`config.mk`:
```
export PLATFORM = sky130hd
export DESIGN_NAME = control_sequencer
export DESIGN_NICKNAME = d
export VERILOG_FILES = /design/src/rtl/cpu_ctrl_pkg.sv /design/src/rtl/reg_field_decoder.sv /design/src/rtl/control_sequencer.sv
export SDC_FILE = /design/constraint.sdc
export NUM_CORES = 1
export LEC_CHECK = 0
export ABC_AREA = 1
export BUFFER_PORTS_ARGS = -buffer_cell sky130_fd_sc_hd__buf_2
export CAP_MARGIN = 20
export CORE_ASPECT_RATIO = 0.7
export CORE_MARGIN = 2
export CORE_UTILIZATION = 25
export CTS_CLUSTER_DIAMETER = 40
export CTS_CLUSTER_SIZE = 12
export DETAILED_ROUTE_END_ITERATION = 7
export PLACE_DENSITY_LB_ADDON = 0.08
export SLEW_MARGIN = 30
export SYNTH_ARGS = -nofsm -noshare
export SYNTH_HDL_FRONTEND = slang
export SYNTH_SLANG_ARGS = --single-unit
```
`constraint.sdc`:
```
create_clock -name clk -period 2.06 [get_ports clk]
set_clock_uncertainty 0.05 [all_clocks]
set_input_delay 0.103 -clock clk [delete_from_list [all_inputs] [get_ports clk]]
set_output_delay 0.103 -clock clk [all_outputs]
set_load 0.005 [all_outputs]
```
`src/rtl/cpu_ctrl_pkg.sv`:
```
// Shared encodings for the hardwired control sequencer: step states, opcodes, ALU codes, IR fields.
// Pure declarations and decode helpers; no timing or flow-control behaviour of its own.
package cpu_ctrl_pkg;

  typedef enum logic [3:0] {
    T0, T1, T2, T3, T4, T5, T6, T7, HALTED
  } state_t;

  // Instruction classes that select the execute-step sequence.
  typedef enum logic [2:0] {
    CLS_NOP, CLS_R, CLS_I, CLS_MD, CLS_LD, CLS_ST, CLS_HALT
  } cls_t;

  localparam logic [4:0] OP_LD   = 5'b00000;
  localparam logic [4:0] OP_ST   = 5'b00010;
  localparam logic [4:0] OP_ADD  = 5'b00011;
  localparam logic [4:0] OP_ROR  = 5'b01010;
  localparam logic [4:0] OP_ADDI = 5'b01100;
  localparam logic [4:0] OP_ANDI = 5'b01101;
  localparam logic [4:0] OP_ORI  = 5'b01110;
  localparam logic [4:0] OP_MUL  = 5'b01111;
  localparam logic [4:0] OP_DIV  = 5'b10000;
  localparam logic [4:0] OP_HALT = 5'b11011;

  localparam logic [4:0] ALU_ADD = 5'b00011;
  localparam logic [4:0] ALU_AND = 5'b00101;
  localparam logic [4:0] ALU_OR  = 5'b00110;

  localparam int OP_MSB = 31;
  localparam int OP_LSB = 27;
  localparam int RA_MSB = 26;
  localparam int RA_LSB = 23;
  localparam int RB_MSB = 22;
  localparam int RB_LSB = 19;
  localparam int RC_MSB = 18;
  localparam int RC_LSB = 15;

  localparam logic [1:0] READ_MEM = 2'b01;
  localparam logic [1:0] READ_BUS = 2'b00;

  // One registered control word; the GPR strobes travel as field+valid and are expanded after the register.
  typedef struct packed {
    logic       gpr_vld;
    logic [3:0] gpr_sel;
    logic       e_vld;
    logic [3:0] e_sel;
    logic       en_pc;
    logic       en_ir;
    logic       en_hi;
    logic       en_lo;
    logic       en_zhi;
    logic       en_zlo;
    logic       en_mar;
    logic       en_mdr;
    logic       en_y;
    logic       sel_pc;
    logic       sel_hi;
    logic       sel_lo;
    logic       sel_zhi;
    logic       sel_zlo;
    logic       sel_mdr;
    logic       sel_c;
    logic       inc_pc;
    logic [1:0] read;
    logic       mem_write;
    logic [4:0] alu_op;
  } ctrl_t;

  function automatic cls_t op_class(input logic [4:0] op);
    cls_t c;
    c = CLS_NOP;
    if (op >= OP_ADD && op <= OP_ROR) begin
      c = CLS_R;
    end else begin
      case (op)
        OP_ADDI, OP_ANDI, OP_ORI: c = CLS_I;
        OP_MUL, OP_DIV:           c = CLS_MD;
        OP_LD:                    c = CLS_LD;
        OP_ST:                    c = CLS_ST;
        OP_HALT:                  c = CLS_HALT;
        default:                  c = CLS_NOP;
      endcase
    end
    return c;
  endfunction

  // Immediate forms reuse the register-form ALU operation.
  function automatic logic [4:0] imm_alu(input logic [4:0] op);
    logic [4:0] a;
    case (op)
      OP_ANDI: a = ALU_AND;
      OP_ORI:  a = ALU_OR;
      default: a = ALU_ADD;
    endcase
    return a;
  endfunction

endpackage

```
`src/rtl/reg_field_decoder.sv`:
```
// 4-bit register field to 16-bit one-hot strobe, all zero when not enabled.
// Combinational, zero latency; no flow control.
module reg_field_decoder (
  input  logic [3:0]  field,
  input  logic        en,
  output logic [15:0] onehot
);

  assign onehot = en ? (16'd1 << field) : 16'd0;

endmodule

```
`src/rtl/control_sequencer.sv`:
```
// Hardwired multi-cycle control unit: fetch T0-T2, class-specific execute T3-T7, memory wait with timeout.
// Strobes are a registered decode of the current step (one cycle behind the state); memory stalls hold the step.
module control_sequencer
  import cpu_ctrl_pkg::*;
#(
  parameter logic [3:0] MEM_TIMEOUT = 4'd15
) (
  input  logic        clk,
  input  logic        clr,
  input  logic [31:0] ir,
  input  logic        mem_ready,
  input  logic        stop,
  output logic [15:0] enable_GPR,
  output logic [15:0] select_E,
  output logic        enable_PC,
  output logic        enable_IR,
  output logic        enable_HI,
  output logic        enable_LO,
  output logic        enable_ZHI,
  output logic        enable_ZLO,
  output logic        enable_MAR,
  output logic        enable_MDR,
  output logic        enable_Y,
  output logic        select_PC,
  output logic        select_HI,
  output logic        select_LO,
  output logic        select_ZHI,
  output logic        select_ZLO,
  output logic        select_MDR,
  output logic        select_C,
  output logic        IncPC,
  output logic [1:0]  Read,
  output logic        mem_write,
  output logic [4:0]  alu_op,
  output logic        run,
  output logic        fault
);

  state_t     state_q, state_d;
  logic [3:0] wait_q, wait_d;
  logic       run_q, fault_q;
  ctrl_t      ctrl_q, ctrl_d;
  logic       mem_wait, last_step, timeout;

  logic [4:0] op;
  logic [3:0] ra, rb, rc;
  cls_t       cls;
  logic       unused_ir_bits;

  assign op  = ir[OP_MSB:OP_LSB];
  assign ra  = ir[RA_MSB:RA_LSB];
  assign rb  = ir[RB_MSB:RB_LSB];
  assign rc  = ir[RC_MSB:RC_LSB];
  assign cls = op_class(op);
  assign unused_ir_bits = ^ir[RC_LSB-1:0];

  always_comb begin
    state_d   = state_q;
    wait_d    = 4'd0;
    mem_wait  = 1'b0;
    last_step = 1'b0;
    timeout   = 1'b0;
    case (state_q)
      T0: state_d = T1;
      T1: begin
        mem_wait = 1'b1;
        if (mem_ready) state_d = T2;
      end
      T2: begin
        case (cls)
          CLS_NOP:  begin last_step = 1'b1; state_d = T0; end
          CLS_HALT: state_d = HALTED;
          default:  state_d = T3;
        endcase
      end
      T3: state_d = T4;
      T4: state_d = T5;
      T5: begin
        if (cls == CLS_R || cls == CLS_I) begin
          last_step = 1'b1;
          state_d   = T0;
        end else begin
          state_d = T6;
        end
      end
      T6: begin
        if (cls == CLS_MD) begin
          last_step = 1'b1;
          state_d   = T0;
        end else if (cls == CLS_LD) begin
          mem_wait = 1'b1;
          if (mem_ready) state_d = T7;
        end else begin
          state_d = T7;
        end
      end
      T7: begin
        if (cls == CLS_ST) begin
          mem_wait = 1'b1;
          if (mem_ready) begin
            last_step = 1'b1;
            state_d   = T0;
          end
        end else begin
          last_step = 1'b1;
          state_d   = T0;
        end
      end
      HALTED:  state_d = HALTED;
      default: state_d = T0;
    endcase

    // A ready memory always wins; only a genuinely stalled cycle advances the counter.
    if (mem_wait && !mem_ready) begin
      if (wait_q == MEM_TIMEOUT - 4'd1) begin
        timeout = 1'b1;
        state_d = HALTED;
      end else begin
        wait_d = wait_q + 4'd1;
      end
    end

    if (last_step && stop) state_d = HALTED;
  end

  always_comb begin
    ctrl_d = '0;
    case (state_q)
      T0: begin
        ctrl_d.sel_pc = 1'b1;
        ctrl_d.en_mar = 1'b1;
        ctrl_d.inc_pc = 1'b1;
      end
      T1: begin
        ctrl_d.read   = READ_MEM;
        ctrl_d.en_mdr = 1'b1;
      end
      T2: begin
        ctrl_d.sel_mdr = 1'b1;
        ctrl_d.en_ir   = 1'b1;
      end
      T3: begin
        if (cls != CLS_NOP && cls != CLS_HALT) begin
          ctrl_d.e_vld = 1'b1;
          ctrl_d.e_sel = (cls == CLS_MD) ? ra : rb;
          ctrl_d.en_y  = 1'b1;
        end
      end
      T4: begin
        case (cls)
          CLS_R: begin
            ctrl_d.e_vld  = 1'b1;
            ctrl_d.e_sel  = rc;
            ctrl_d.alu_op = op;
            ctrl_d.en_zlo = 1'b1;
          end
          CLS_I: begin
            ctrl_d.sel_c  = 1'b1;
            ctrl_d.alu_op = imm_alu(op);
            ctrl_d.en_zlo = 1'b1;
          end
          CLS_MD: begin
            ctrl_d.e_vld  = 1'b1;
            ctrl_d.e_sel  = rb;
            ctrl_d.alu_op = op;
            ctrl_d.en_zhi = 1'b1;
            ctrl_d.en_zlo = 1'b1;
          end
          CLS_LD, CLS_ST: begin
            ctrl_d.sel_c  = 1'b1;
            ctrl_d.alu_op = ALU_ADD;
            ctrl_d.en_zlo = 1'b1;
          end
          default: ;
        endcase
      end
      T5: begin
        case (cls)
          CLS_R, CLS_I: begin
            ctrl_d.sel_zlo = 1'b1;
            ctrl_d.gpr_vld = 1'b1;
            ctrl_d.gpr_sel = ra;
          end
          CLS_MD: begin
            ctrl_d.sel_zlo = 1'b1;
            ctrl_d.en_lo   = 1'b1;
          end
          CLS_LD, CLS_ST: begin
            ctrl_d.sel_zlo = 1'b1;
            ctrl_d.en_mar  = 1'b1;
          end
          default: ;
        endcase
      end
      T6: begin
        case (cls)
          CLS_MD: begin
            ctrl_d.sel_zhi = 1'b1;
            ctrl_d.en_hi   = 1'b1;
          end
          CLS_LD: begin
            ctrl_d.read   = READ_MEM;
            ctrl_d.en_mdr = 1'b1;
          end
          CLS_ST: begin
            ctrl_d.e_vld  = 1'b1;
            ctrl_d.e_sel  = ra;
            ctrl_d.read   = READ_BUS;
            ctrl_d.en_mdr = 1'b1;
          end
          default: ;
        endcase
      end
      T7: begin
        if (cls == CLS_LD) begin
          ctrl_d.sel_mdr = 1'b1;
          ctrl_d.gpr_vld = 1'b1;
          ctrl_d.gpr_sel = ra;
        end else if (cls == CLS_ST) begin
          ctrl_d.mem_write = 1'b1;
        end
      end
      default: ;
    endcase
  end

  always_ff @(posedge clk) begin
    if (clr) begin
      state_q <= T0;
      wait_q  <= 4'd0;
      run_q   <= 1'b1;
      fault_q <= 1'b0;
      ctrl_q  <= '0;
    end else begin
      state_q <= state_d;
      wait_q  <= wait_d;
      run_q   <= (state_d != HALTED);
      if (timeout) fault_q <= 1'b1;
      // A timeout aborts the access, so the stalled strobes are dropped rather than shown one more cycle.
      ctrl_q  <= timeout ? '0 : ctrl_d;
    end
  end

  reg_field_decoder u_gpr_dec (
    .field  (ctrl_q.gpr_sel),
    .en     (ctrl_q.gpr_vld),
    .onehot (enable_GPR)
  );

  reg_field_decoder u_bus_dec (
    .field  (ctrl_q.e_sel),
    .en     (ctrl_q.e_vld),
    .onehot (select_E)
  );

  assign enable_PC  = ctrl_q.en_pc;
  assign enable_IR  = ctrl_q.en_ir;
  assign enable_HI  = ctrl_q.en_hi;
  assign enable_LO  = ctrl_q.en_lo;
  assign enable_ZHI = ctrl_q.en_zhi;
  assign enable_ZLO = ctrl_q.en_zlo;
  assign enable_MAR = ctrl_q.en_mar;
  assign enable_MDR = ctrl_q.en_mdr;
  assign enable_Y   = ctrl_q.en_y;
  assign select_PC  = ctrl_q.sel_pc;
  assign select_HI  = ctrl_q.sel_hi;
  assign select_LO  = ctrl_q.sel_lo;
  assign select_ZHI = ctrl_q.sel_zhi;
  assign select_ZLO = ctrl_q.sel_zlo;
  assign select_MDR = ctrl_q.sel_mdr;
  assign select_C   = ctrl_q.sel_c;
  assign IncPC      = ctrl_q.inc_pc;
  assign Read       = ctrl_q.read;
  assign mem_write  = ctrl_q.mem_write;
  assign alu_op     = ctrl_q.alu_op;
  assign run        = run_q;
  assign fault      = fault_q;

endmodule

```
Yosys cells after proc, flatten, opt, wreduce, memory -nomap -nowiden

Memory sizes are Yosys's and may differ from the RTL's.
Cells that the tools add are included.

Add/subtract/negate cells: 1
$mul: 0
Div/mod/pow operators: 0
Order comparisons: 2
Equality and inequality tests: 19
Shift operators: 2
Multiplexer cells: 49
Bitwise gates (word level): 5
Reductions and logical operators: 20

Operator list:

| kind                 | number |
|---|---|
| $mux 4               | 10 |
| $pmux 4 s9           | 1 |
| $mux 16              | 2 |
| $shl 1x4->16 const A | 2 |
| $pmux 5 s3           | 2 |
| $mux 5               | 4 |
| $pmux 5 s2           | 2 |
| $mux 1               | 18 |
| $eq 4x3->1 const B   | 4 |
| $reduce_or 3->1      | 5 |
| $eq 5x4->1 const B   | 2 |
| $eq 3x3->1 const B   | 3 |
| $eq 4x2->1 const B   | 2 |
| $eq 4x4->1 const B   | 2 |
| $pmux 1 s2           | 4 |
| $pmux 4 s2           | 1 |
| $reduce_or 2->1      | 4 |
| $eq 3x2->1 const B   | 2 |
| $mux 3               | 2 |
| $pmux 3 s2           | 1 |
| $ge 5x2->1 const B   | 1 |
| $le 5x4->1 const B   | 1 |
| $not 1->1            | 5 |
| $reduce_or 5->1      | 1 |
| 14 further kinds     | 17 |

Bits in registers: 43
Latch bits: 0
Bits in writable memories: 0
Bits in read-only memories: 96
Output and inout bits: 59
Word-level logic and storage cells: 125
Memories: 1

Memory list:

| memory           | words | width | read ports | clocked after Yosys merged registers in | write ports | line               | text |
|---|---|---|---|---|---|---|---|
| (name not given) | 32    | 3     | 1          | 0                                       | 0           | cpu_ctrl_pkg.sv:75 | `case (op)` |

Longest topological paths before layout

Gate-level depths: netlist (run 1).

Depth in word-level cells: 11
Gate-level depth with buffers: 14
Depth with buffers taken out: 14

By module

A second synthesis (run 1) with hierarchy kept.

Cells, all modules: 333
Area total of the unflattened synthesis: 2243.4 um2

By module, submodules not included:

| module            | instances | cells each | area each (um2) | sequential area each (um2) |
|---|---|---|---|---|
| control_sequencer | 1         | 271        | 1990.7          | 780.7 |
| reg_field_decoder | 2         | 31         | 126.4           | 0.0 |

Worst setup path before layout (run 1)

No wires, ideal clock.

Path type: register to register
Start point: reg state_q[2]
End point: reg ctrl_q[25] (netlist bit)
Setup time: 118 ps
Data arrival time: 1373 ps
Setup slack: 519 ps
Stages on the path, launching flop included: 11
Path buffers: 1
Clock period less this slack: 1541 ps
Cells stage by stage: dfxtp_1 > inv_1 > nor2_1 > nand2_1 > nor2_1 > nand3_2 > nand3_2 > nand3_4 > nand2_4 > buf_6 > a21oi_1

Word-level cells in the longest chain between the ends: 5
Elaborated cells between the ends (all ways): 10
Those cells by class: 5 x eq/ne; 3 x mux; 2 x reduce/logical

RTL lines:

| element                            | line                     | text |
|---|---|---|
| start: declaration                 | control_sequencer.sv:39  | `state_t state_q, state_d;` |
| start signal: assignment           | control_sequencer.sv:235 | `state_q <= state_d;` |
| $eq 4x3->1 (tied with other cells) | control_sequencer.sv:63  | `case (state_q)` |
| $pmux 1 s3                         | control_sequencer.sv:63  |  |
| $logic_and 1x1->1                  | control_sequencer.sv:114 | `if (mem_wait && !mem_ready) begin` |
| $mux 1                             | control_sequencer.sv:114 |  |
| $reduce_or 2->1 (no line)          | --                       |  |
| end signal: assignment             | control_sequencer.sv:240 | `ctrl_q <= timeout ? '0 : ctrl_d;` |
| end: declaration                   | control_sequencer.sv:42  | `ctrl_t ctrl_q, ctrl_d;` |

Several ways; a longest one is shown, not always the timed one.
A chain may end at the register's enable or synchronous reset.

Final worst setup path (run 1)

Start point: reg state_q[2]
End point: reg ctrl_q, in the netlist enable_MAR

Word-level cells in the longest chain between the ends: 5
Elaborated cells between the ends (all ways): 10
Those cells by class: 4 x eq/ne; 3 x mux; 3 x reduce/logical

RTL lines:

| element                                         | line |
|---|---|
| $eq 4x3->1 / $eq 4x1->1 (equally long branches) | control_sequencer.sv:63 |
| $pmux 1 s3                                      | control_sequencer.sv:63 |
| $logic_and 1x1->1                               | control_sequencer.sv:114 |
| $mux 1                                          | control_sequencer.sv:114 |
| $reduce_or 2->1 (no line)                       | -- |

Several ways; a longest one is shown, not always the timed one.

==> reports/qor_table.md, run 1 <==
| Quantity | This run |
|---|---|
| Outcome | finished, final reports clean |
| Arrival time at the worst endpoint | 1910 ps |
| Maximum number of pins on one net before global-route repair | 15 |
| Net count of the finished layout | 455 |
| Overall fraction of global-route tracks in use | 0.139 |
| Max capacitance violation total | 0 |
| Final antenna-violating net count | 0 |
| Crit path required time | 2180 ps |
| Starting utilization of the core area | 0.262 |
| First-pass DRT Iterations | 5 |
| DIE HEIGHT | 83.3 um |
| DRT Wirelength | 6700 um |
| Total number of placement rows | 28 |
| Clock-pin slew on the worst setup and hold paths | 50 ps |
| Ratio of cells with drive above 1 in the final layout | 0.258 |
| Number of setup violations in the final report | 0 |
| Maximum achievable frequency | 0.558 GHz |
| CTS-repair resized insts | 0 |
| Final Critical Period | 1790 ps |
| Final Wtd Congestion | 0.856 |
| Hold Violations, Final | 0 |
| Number of remaining DRC errors | 0 |
| Top cells by area in the synthesized netlist | dfxtp_1, nor2_1, nand3_1 |
| Synthesized instance count | 341 |
| Hold path depth | 3 |
| Area share of the largest cell type after synthesis | 0.348 |
| Number of H-tree branching levels | 2 |
| Register-to-Register Path Depth | 9 |
| Clock latency of the later-clocked register in the worst-skew pair | 280 ps |
| Worst setup slack after layout | 267 ps |
| Maximum net fanout on the critical path | 14 |
| Cell with the largest stage delay on the worst path | dfxtp_1 |
| Port Buf Inserts | 75 |
| Leakage power | 1.43 nW |
| Maximum clock insertion buffer count | 2 |
| Area of the mapped netlist | 2240 sq um |
| R2R Setup Slk | 270 ps |
| Post-placement setup slack | 262 ps |
| Startpoint of the lowest-slack register-to-register path | state_q[2] |
| Register bit total from synthesis | 39 |
| Number of vias after detailed routing | 2362 |
| CTS Buf Count | 5 |
| Remaining Overflow, GRT | 0 |
| Kind of critical path | reg -> reg |
| Wire length of the first global-routing pass | 10500 um |
| Path category of the worst min-delay check | in -> reg |
| Setup repair after global routing missed its margin | no |
| Hpwl dp | 5430 um |
| Synthesized area per cell | 6.58 sq um |
| Min-delay src | ir[25] |
| Core area | 8580 sq um |
| Cells along the critical path | inv_1 -> nor2_1 -> nand2_1 -> nor2_1 -> nand3_1 -> nand3_2 -> nand3_4 -> nand2_4 -> o22ai_1 |
| Sum of negative setup slack | 0 ps |
| CTS tree | done |
| Average vias per placed instance | 4.39 |
| Ports | 95 |
| Number of global-route vias before repair | 2109 |
| Dominant cell type by area after synthesis | dfxtp_1 |
| Die Span X | 117 um |
| CTS root buf | clkbuf_16 |
| Kind of start point of the critical path | register |
| Area growth syn-to-layout | 28.5% |
| First-iteration detailed-routing DRC count | 173 |
| Sink Count | 39 |
| Max-slew violation count | 0 |
| Power Dens Cells | 679 nW/um^2 |
| Crit end category | register |
| Reg-to-reg endpoint | enable_MAR |
| Maximum ir drop on the vdd rail | 237 uV |
| Warnings, synthesis | 0 |
| Final period util | 0.870 |
| Count of unique library cells instantiated by Yosys | 33 |
| Sink of the worst hold path | ctrl_q[32] |
| Wirelength per Cell | 12.4 um |
| Worst stage delay on the critical path | 340 ps |
| Inserted Diodes | 0 |
| Initial antenna violation count | 0 |
| Sequential cell area fraction in the yosys report | 0.348 |
| Area enclosed by the die boundary | 9770 sq um |
| Cell type with the highest occurrence count on the critical path | nor2_1 |
report_power, final:
| part | internal, W | switching [W] |
|---|---|---|
| clock | 0.000601 | 0.000296 |
| combinational | 0.0000914 | 0.000178 |
| sequential | 0.000778 | 0.0000155 |
metrics by stage:
stage	utilization	cells	hold slack [ps]	cell area, sq um	total power, W
6_report	0.336	538	40.3	2890	0.00196
5_1_grt	0.336	538	36.5	2890	0.00206
4_1_cts	0.336	538	31.2	2890	0.00198
3_5_place_dp	0.315	529	297	2700	0.00108
3_3_place_gp	0.315	529	303	2700	0.00108
2_1_floorplan	-	344	122	2260	0.000991
synthesized netlist by cell type (all sizes together):
cell type	number
and3	1
o21ai	8
a31oi	1
nand4	7
clkinv	3
xnor2	1
dfxtp	39
o22ai	4
nand3	55
inv	43
ha	2
nor2	73
xor2	1
buf	15
nand2	62
o2111ai	1
nand3b	1
a21oi	15
conb	1
nor3	7
o21bai	1
cell type report:
cell class              count  area [sq um]
inverters                  46           174
clock inverters             2          35.0
well taps                 120           150
fillers                   965          5700
flip-flops and latches     39           781
multi-input cells         244          1180
repair buffers             81           423
clock buffers               6           139
critical path, delay by kind of cell, from the launching register on:
family / cells / cell delay [ps]
buffers and inverters: 1 / 70
DFF: 1 / 340
AOI/OAI and AO/OA: 1 / 90
and+or+nand+nor: 7 / 1120
kinds of logic after synthesis:
group,share of synthesized area
buf+inv,0.130
compound gates,0.0725
xor+xnor,0.00781
flops,0.348
fa+ha+maj,0.0111
other cells,0.00167
simple gates,0.429
placed cells by master (no fill, tap or decap):
| cell | count |
|---|---|
| xor2_1 | 1 |
| nand3_4 | 1 |
| o21ai_1 | 2 |
| nor2_1 | 72 |
| bufinv_16 | 1 |
| clkinv_1 | 2 |
| nand2_1 | 54 |
| buf_4 | 5 |
| and3_1 | 1 |
| o2111ai_1 | 1 |
| nor2_2 | 1 |
| conb_1 | 4 |
| nand3b_4 | 1 |
| o21ai_0 | 6 |
| clkbuf_8 | 1 |
| o22ai_1 | 4 |
| nor3_4 | 1 |
| xnor2_1 | 1 |
| o21bai_1 | 1 |
| dfxtp_1 | 39 |
| nand2_4 | 2 |
| ha_1 | 2 |
| clkinv_2 | 2 |
| clkbuf_16 | 5 |
| nand3_2 | 3 |
| nor3_1 | 5 |
| a31oi_1 | 1 |
| a21oi_1 | 15 |
| nand4_1 | 7 |
| nand2_2 | 6 |
| inv_2 | 3 |
| buf_2 | 75 |
| dlygate4sd3_1 | 1 |
| nor3_2 | 1 |
| inv_1 | 40 |
| nand3_1 | 51 |
registers in the layout (all words and copies together), names as in the netlist, 4 cells and up:
signal,count
alu_op,5
ctrl_q,10
state_q,4
wait_q,4
repair_timing:
action,in CTS,in global routing
endpoints found under the hold margin,1,0
hold buffers,1,0
endpoints found under the setup margin,0,0
setup buffers,0,0
worst max-delay path by stage:
stage	start	to
2_1_floorplan	state_q[2]	ctrl_q[25]
3_3_place_gp	ir[30]	ctrl_q[27]
3_5_place_dp	ir[31]	run
4_1_cts	state_q[2]	enable_MAR
5_1_grt	state_q[2]	IncPC
6_report	state_q[2]	enable_MAR
routing by layer:
layer | vias up | track usage | share of wire
met1 | 1041 | 0.209 | 0.52
met3 | 8 | 0.0343 | 0.079
met5 | - | 0 | 0
met4 | 0 | 0.0492 | 0.013
met2 | 80 | 0.187 | 0.38
li1 | 1233 | - | -
No activity file was read; power rests on OpenSTA's default activity.
==> run 2, diff against run 1 <==
Settings changed: CORE_ASPECT_RATIO 0.7 to 1.1.
==> run 2 against run 1 <==
  * Clock-buffer cell count unchanged
  * Register-to-register slack hardly changed
  * Utilization down 2.1 points
  * Largest power group is now registers
  * Combinational power decreased by 5%
  * Cell area is 4.1% lower
  * Global-route usage up 0.10 points
  * Non-clock buffer count down 3
  * Sequential share of layout area up 1.2 points
  * Critical endpoint is now ctrl_q[26]
  * Worst setup slack better by 10 ps
  * Cell count down 1.7%
==> reports/qor_table.md, run 2 (same netlist as run 1, synthesis figures left out) <==
| Quantity | This run | Delta |
|---|---|---|
| Wire length of the first global-routing pass | 10600 um | +1.3% |
| Inserted Diodes | 0 | unchanged |
| Max capacitance violation total | 0 | unchanged |
| Area of all placed cells without fillers | 2770 sq um | -4.1% |
| CTS-repair resized insts | 0 | unchanged |
| Final-layout fill cell count | 1005 | +4.1% |
| Overall fraction of global-route tracks in use | 0.140 | +0.00103 |
| Number of setup violations in the final report | 0 | unchanged |
| Hold Violations, Final | 0 | unchanged |
| DIE HEIGHT | 103 um | +24% |
| Sum of negative setup slack | 0 ps | unchanged |
| Setup repair after global routing missed its margin | no |  |
| Kind of critical path | reg -> reg |  |
| Clock latency of the later-clocked register in the worst-skew pair | 300 ps | +20 ps |
| Ratio of cells with drive above 1 in the final layout | 0.251 | -0.00777 |
| Worst stage delay on the critical path | 380 ps | +40 ps |
| Maximum net fanout on the critical path | 14 | unchanged |
| Number of hold buffers added after cts | 1 | unchanged |
| Area enclosed by the die boundary | 9750 sq um | -0.12% |
| Core area | 8780 sq um | +2.3% |
| CTS root buf | clkbuf_8 |  |
| Number of remaining DRC errors | 0 | unchanged |
| Final antenna-violating net count | 0 | unchanged |
| Maximum number of pins on one net before global-route repair | 15 | unchanged |
| Number of vias after detailed routing | 2331 | -1.3% |
| Power share of the combinational group | 0.163 | +0.026 |
| Port Buf Inserts | 75 | unchanged |
| Ports | 95 | unchanged |
| Largest register by flop count | ctrl_q |  |
| Wirelength per Cell | 12.2 um | -1.6% |
| Fraction of power consumed by sequential logic | 0.505 | +0.100 |
| Leakage power | 1.37 nW | -4.2% |
| Crit path required time | 2190 ps | about the same |
| Final period util | 0.865 | -0.00483 |
| Sw Share | 0.299 | +0.0487 |
| Max-slew violation count | 0 | unchanged |
| Number of H-tree branching levels | 2 | unchanged |
| Cells along the critical path | nor2_1 -> nand2_1 -> nor2_1 -> nand3_1 -> nand3_2 -> nand3_4 -> nand2_4 -> a21oi_1 |  |
| Final Wtd Congestion | 0.800 | -6.6% |
| Maximum clock insertion buffer count | 2 | unchanged |
| CP bufs+invs | 0 | -1 |
| Sink Count | 39 | unchanged |
| Net switching component of the power | 0.000468 W | -4.5% |
| Path category of the worst min-delay check | in -> reg |  |
| Hpwl dp | 5230 um | -3.7% |
| Cell with the largest stage delay on the worst path | dfxtp_1 |  |
| Die Span X | 94.3 um | -20% |
| Arrival time at the worst endpoint | 1910 ps | about the same |
| Maximum achievable frequency | 0.561 GHz | +0.56% |
| Remaining Overflow, GRT | 0 | unchanged |
| Final Critical Period | 1780 ps | -9.95 ps |
| Most common cell after layout, fill and taps aside | buf_2 |  |
| Internal cell power | 0.00110 W | -25% |
| First-pass DRT Iterations | 4 | -1 |
| Average vias per placed instance | 4.41 | +0.37% |
| CTS Buf Count | 5 | unchanged |
| Placement Cell Area | 2670 sq um | -1.1% |
| Largest delay share family, worst path | simple AND/OR/NAND/NOR gates |  |
| Starting utilization of the core area | 0.256 | -0.00596 |
| Most frequent cells in the layout | buf_2, nor2_1, nand2_1 |  |
| Kind of start point of the critical path | register |  |
| Net count of the finished layout | 452 | -0.66% |
| First-iteration detailed-routing DRC count | 86 | -50% |
| Number of global-route vias before repair | 2259 | +7.1% |
| Clock-pin slew on the worst setup and hold paths | 90 ps | +40 ps |
| Proportion of power drawn by the clock network | 0.332 | -0.126 |
| DRT Wirelength | 6480 um | -3.3% |
| Outcome | finished, final reports clean |  |
| Total number of placement rows | 36 | +29% |
| Crit end category | register |  |
| Setup Fix Bufs, Post-CTS | 0 | unchanged |
| CTS tree | done |  |
| Initial antenna violation count | 0 | unchanged |
| Flip-flop count of the largest register after layout | 10 | unchanged |
| Maximum ir drop on the vdd rail | 240 uV | +1.3% |
| Power Dens Cells | 566 nW/um^2 | -17% |
| Area growth syn-to-layout | 23.2% |  |
| Cell type with the highest occurrence count on the critical path | nor2_1 |  |
run 2: cell count changes in the layout (fill, tap and decap cells not counted):
cell        before  now
clkbuf_16        5    0
clkbuf_1         0    1
bufinv_16        1    0
clkbuf_8         1    5
buf_4            5    2
clkinvlp_4       0    1
run 2: routing by layer:
| layer | vias to the layer above | share of wire | global-route usage |
|---|---|---|---|
| met2 | 65 | 0.48 | 0.256 |
| li1 | 1229 | - | - |
| met5 | - | 0 | 0 |
| met3 | 8 | 0.054 | 0.0225 |
| met1 | 1029 | 0.45 | 0.167 |
| met4 | 0 | 0.017 | 0.0457 |
run 2: power by group through the flow:
stage | Sequential [W] | Clock (W) | Combinational (W)
floorplan | 0.000807 | 0 | 0.000184
global placement | 0.000809 | 0 | 0.000258
detailed placement | 0.000809 | 0 | 0.000256
CTS | 0.000791 | 0.000544 | 0.000259
global route | 0.000795 | 0.000577 | 0.000295
finish | 0.000791 | 0.000520 | 0.000256
run 2: area by class of cell:
cell class / count / area, sq um / share of cell area
Sequential cell: 39 / 781 / 0.282
Clock buffer: 6 / 72.6 / 0.0262
Tap cell: 114 / 143 / 0.0516
Multi-Input combinational cell: 244 / 1180 / 0.428
Clock inverter: 2 / 12.5 / 0.00452
Inverter: 46 / 174 / 0.0629
Timing Repair Buffer: 78 / 400 / 0.145
run 2: final timing paths:
| check | start | to | slack [ps] | depth (start not counted) |
|---|---|---|---|---|
| setup / recovery | state_q[3] | ctrl_q[26] | 280 | 8 |
| hold / removal | ir[25] | ctrl_q[32] | 10 | 3 |
| setup reg to reg | state_q[3] | ctrl_q[26] | 280 | 8 |
| hold reg to reg | fault | fault | 400 | 2 |
run 2: stage by stage:
stage | power, W | setup WS (ps) | cells | hold slack, ps | utilization
floorplan | 0.000991 | 519 | 344 | 122 | -
global placement | 0.00107 | 214 | 520 | 314 | 0.304
detailed placement | 0.00107 | 199 | 520 | 318 | 0.304
CTS | 0.00159 | 288 | 529 | 11.2 | 0.315
global route | 0.00167 | 61.0 | 529 | 29.1 | 0.315
finish | 0.00157 | 277 | 529 | 13.2 | 0.315
run 2: worst reg2reg max path: cells and delay by family, from the launching register on:
kind / cells / cell delay (ps)
simple gates: 7 / 1140
compound gates: 1 / 90
flops: 1 / 380
